## src/rtl/data_mem_pkg.sv

```systemverilog
// Default geometry for the frame-buffer data store.
package data_mem_pkg;

    localparam int unsigned DATA_WIDTH_DEF = 16;
    localparam int unsigned ADDR_WIDTH_DEF = 8;

endpackage : data_mem_pkg

```

## src/rtl/data_mem.sv

```systemverilog
// Simple dual-port frame-buffer RAM. It has one write port and one read port on a
// single clock. The read is registered and read-first. The array has no reset, so
// it can map onto block RAM.
module data_mem
    import data_mem_pkg::*;
#(
    parameter int unsigned DATA_WIDTH = DATA_WIDTH_DEF,
    parameter int unsigned ADDR_WIDTH = ADDR_WIDTH_DEF
) (
    input  logic                  clk,
    input  logic                  reset,
    input  logic                  wr_en,
    input  logic                  rd_en,
    input  logic [ADDR_WIDTH-1:0] wr_addr,
    input  logic [ADDR_WIDTH-1:0] rd_addr,
    input  logic [DATA_WIDTH-1:0] wr_data,
    output logic [DATA_WIDTH-1:0] rd_data
);

    localparam int unsigned DEPTH = 2 ** ADDR_WIDTH;

    logic [DATA_WIDTH-1:0] mem_q [DEPTH];
    logic [DATA_WIDTH-1:0] rd_data_q;
    logic [DATA_WIDTH-1:0] rd_data_d;

    // Read-port next value: fetch the addressed word on rd_en, otherwise hold.
    always_comb begin
        rd_data_d = rd_data_q;
        if (rd_en) begin
            rd_data_d = mem_q[rd_addr];
        end
    end

    // Read register: reset clears only the output, never the array.
    always_ff @(posedge clk) begin
        if (reset) begin
            rd_data_q <= '0;
        end else begin
            rd_data_q <= rd_data_d;
        end
    end

    // Write port: the array has no reset. A write that is blocked by reset leaves the contents unchanged.
    always_ff @(posedge clk) begin
        if (!reset && wr_en) begin
            mem_q[wr_addr] <= wr_data;
        end
    end

    assign rd_data = rd_data_q;

endmodule : data_mem

```

## config.mk

```make
export PLATFORM = sky130hd
export DESIGN_NAME = data_mem
export DESIGN_NICKNAME = d
export VERILOG_FILES = /design/src/rtl/data_mem_pkg.sv /design/src/rtl/data_mem.sv
export SDC_FILE = /design/constraint.sdc
export NUM_CORES = 2
export LEC_CHECK = 0
export BUFFER_PORTS_ARGS = -buffer_cell sky130_fd_sc_hd__clkbuf_2
export CAP_MARGIN = 0
export CORE_MARGIN = 8
export CORE_UTILIZATION = 40
export CTS_CLUSTER_DIAMETER = 30
export CTS_CLUSTER_SIZE = 10
export DETAILED_ROUTE_END_ITERATION = 8
export RECOVER_POWER = 100
export SLEW_MARGIN = 30
export SYNTH_ARGS = -nofsm -noshare
export SYNTH_HDL_FRONTEND = slang
export SYNTH_SLANG_ARGS = --single-unit
```

## constraint.sdc

```tcl
create_clock -name clk -period 7.2 [get_ports clk]
set_input_delay 1.08 -clock clk [delete_from_list [all_inputs] [get_ports clk]]
set_output_delay 1.08 -clock clk [all_outputs]
set_load 0.005 [all_outputs]
```

==> load_flow_metrics.sql <==
INSERT INTO impl_metrics (metric_group, metric, value, unit) VALUES
('outcome', 'result_of_the_run', 'finished, violations left', ''),
('outcome', 'failed_checks', 'capacitance limit, slew limit', ''),
('drt', 'viasPerCell', '5.885', ''),
('clock_tree', 'ctsRootBufferMaster', 'sky130_fd_sc_hd__clkbuf_16', ''),
('logic_synthesis', 'syn_area', '0.1586', 'mm2'),
('place', 'number_of_buffers_added_on_ports', '51', ''),
('drt', 'initialDrtViolationCount', '10410', ''),
('drt', 'drcViolationCount', '0', ''),
('power', 'power_frac_comb', '3.8', '%'),
('logic_synthesis', 'synth_seq_cells', '4112', ''),
('drt', 'drt-total-wl', '461.4', 'mm'),
('power', 'internal_power', '48.30', 'mW'),
('logic_synthesis', 'synthMostInstantiatedCell', 'sky130_fd_sc_hd__edfxtp_1', ''),
('place', 'dp_hpwl', '274.9', 'mm'),
('clock_tree', 'clkLatencyLatePin', '1.06', 'ns'),
('global_routing', 'grt.total_usage', '21.52', '%'),
('power', 'power_frac_seq', '42.8', '%'),
('clock_tree', 'cts_post_setup_buffers_inserted', '0', ''),
('die', 'design.portCount', '52', ''),
('power', 'share_clk_of_total_power', '53.4', '%'),
('global_routing', 'gr-total-overflow', '0', ''),
('die', 'die_w', '645.8', 'um'),
('sta', 'post_route_worst_hold_slack', '0.6021', 'ns'),
('global_routing', 'grt_start_max_net_pins', '201', ''),
('sta', 'fmaxAchievable', '0.1859', 'GHz'),
('die', 'initial_core_util', '40.12', '%'),
('critical_path', 'r2r_setup_slack', '4.24', 'ns'),
('critical_path', 'crit_end', 'mem_q[166][12]', ''),
('logic_synthesis', 'post-synth-top-area-cell', 'sky130_fd_sc_hd__edfxtp_1', ''),
('power', 'power.density', '326.8', 'mW/mm2'),
('logic_synthesis', 'post_synth_most_frequent_cells', 'sky130_fd_sc_hd__edfxtp_1 (4096), sky130_fd_sc_hd__mux4_2 (763), sky130_fd_sc_hd__mux2i_1 (574), sky130_fd_sc_hd__nor2_1 (295), sky130_fd_sc_hd__o22ai_1 (206)', ''),
('drt', 'detailed_routing_iteration_count_for_the_pre_antenna_repair_pass', '6', ''),
('clock_tree', 'cts-buffers-inserted', '699', ''),
('critical_path', 'worstRegToRegCells', '7', ''),
('logic_synthesis', 'synth_top_area_share', '77.53', '%'),
('critical_path', 'worstSetupStartpointType', 'primary input', ''),
('power', 'sw_frac_of_total', '21.98', '%'),
('clock_tree', 'cts.clk_slew.worst_paths', '0.05', 'ns'),
('logic_synthesis', 'yosysWarningCount', '0', ''),
('critical_path', 'regToRegEndpoint', 'rd_data[15]', ''),
('logic_synthesis', 'synth_enable_flop_cells', '4096', ''),
('sta', 'rsz_0062_raised_after_global_routing', 'false', ''),
('drt', 'route.antenna.remaining_nets', '0', ''),
('clock_tree', 'cts_tree', 'built', ''),
('die', 'fp.dieArea', '0.4170', 'mm2'),
('clock_tree', 'cts-root-to-sink-buffers', '4', ''),
('sta', 'timing_hold_violations_final', '0', ''),
('sta', 'final.period_utilization', '74.71', '%'),
('sta', 'clock_tree_skew_after_final_layout', '0.07211', 'ns'),
('sta', 'shortest_period_the_worst_path_allows', '5.379', 'ns'),
('logic_synthesis', 'synthesis.instances', '7458', ''),
('finish', 'drive_gt1_share', '24.50', '%'),
('power', 'vdd.ir_drop.worst', '235.3', 'uV'),
('place', 'place_inst', '12730', ''),
('die', 'core.rowCount', '231', ''),
('critical_path', 'arrival_time_of_data_at_the_critical_path_endpoint', '5.83', 'ns'),
('drt', 'via_count', '82730', ''),
('sta', 'maxSlewViolCount', '2481', ''),
('worst_hold_path', 'min_path_cells', '1', ''),
('logic_synthesis', 'synthTopCellsByArea', 'sky130_fd_sc_hd__edfxtp_1 (78%), sky130_fd_sc_hd__mux4_2 (11%), sky130_fd_sc_hd__mux2i_1 (3.6%), sky130_fd_sc_hd__o22ai_1 (0.81%), sky130_fd_sc_hd__nor2_1 (0.70%)', ''),
('sta', 'max_slew_margin', '-252.5', '%'),
('logic_synthesis', 'number_of_nets_produced_by_synthesis', '7494', ''),
('flow_run', 'cap_viol_max_count', '76', ''),
('finish', 'layout.nets', '8236', ''),
('clock_tree', 'clock_sinks', '4112', ''),
('sta', 'slew_at_the_pin_with_the_worst_max_slew_slack', '5.287', 'ns'),
('finish', 'final-instance-count-excl-fill', '14060', ''),
('logic_synthesis', 'synthFlopType', 'sky130_fd_sc_hd__edfxtp_1', ''),
('die', 'dieHeight', '645.8', 'um'),
('clock_tree', 'cts_repair_resize_count', '0', ''),
('logic_synthesis', 'syn-mean-instance-area', '21.27', 'um2');
per-stage QoR:
stage               power (mW)  utilization [%]  setup WS, ns  area [um2]
floorplan                28.10                -         3.938      158700
global placement         29.24            42.09         1.097      166400
detailed placement       29.29            42.17         1.816      166800
CTS                      62.19            48.20         2.993      190600
global route             63.35            47.90         1.463      189400
finish                   61.91            47.91         1.821      189400
cell usage in the layout (no fill, tap or decap), types with 92 or more instances in the layout:
master / instances
sky130_fd_sc_hd__o221ai_1: 92
sky130_fd_sc_hd__mux4_2: 763
sky130_fd_sc_hd__clkbuf_1: 374
sky130_fd_sc_hd__nand2_1: 175
sky130_fd_sc_hd__buf_4: 142
sky130_fd_sc_hd__edfxtp_1: 4096
sky130_fd_sc_hd__o22ai_1: 206
sky130_fd_sc_hd__clkinv_2: 107
sky130_fd_sc_hd__mux2i_1: 573
sky130_fd_sc_hd__clkinv_1: 98
sky130_fd_sc_hd__clkbuf_16: 704
sky130_fd_sc_hd__a21oi_1: 107
sky130_fd_sc_hd__a22oi_1: 115
sky130_fd_sc_hd__nor2_1: 281
logic make-up after synthesis:
group,share of synthesized area (%)
DFF,77.73
muxes,14.65
AOI/OAI and AO/OA,3.615
and+or+nand+nor,2.025
buffers and inverters,1.980
flip-flops by register name, indices dropped and copies added, names as in the netlist:
signal and flops:
mem_q 4096, rd_data 16
worst max-delay path, stage by stage:
cell	delay, ns
sky130_fd_sc_hd__clkbuf_1	1.91
sky130_fd_sc_hd__buf_6	0.74
sky130_fd_sc_hd__clkbuf_1	1.86
metal layers:
metal | share of wire [%] | track usage (%) | vias to the layer above
met4 | 4.7 | 9.301 | 12
met3 | 9.4 | 4.441 | 890
met5 | 0.016 | 0 | -
met2 | 47 | 34.36 | 4519
met1 | 39 | 28.76 | 44090
li1 | - | - | 33220
area by class of cell:
type / count / area, um2
tap: 5242 / 6559
inverter: 5 / 27.53
sequential: 4112 / 123300
clock inverter: 496 / 5819
clock buffer: 801 / 18010
timing repair buffer: 491 / 3233
fill: 32180 / 206000
multi-input combinational: 2891 / 32410
antenna: 21 / 52.55
power groups by stage:
stage	clock [mW]	sequential [mW]	combinational, mW
after floorplan	0	26.9	1.23
after global placement	0	26.9	2.33
after detailed placement	0	26.9	2.37
after CTS	33.4	26.5	2.38
after global routing	34.4	26.5	2.46
final	33.1	26.5	2.37
how the worst min path moves through the flow:
stage	from	end	slack (ns)
6_report	wr_data[11]	mem_q[99][11]	0.60
5_1_grt	wr_data[11]	mem_q[44][11]	0.56
4_1_cts	wr_data[12]	mem_q[88][12]	0.38
3_5_place_dp	rd_data[0]	rd_data[0]	0.67
3_3_place_gp	rd_data[0]	rd_data[0]	0.67
2_1_floorplan	rd_data[13]	rd_data[13]	0.46
No activity file was read; power rests on OpenSTA's default activity.
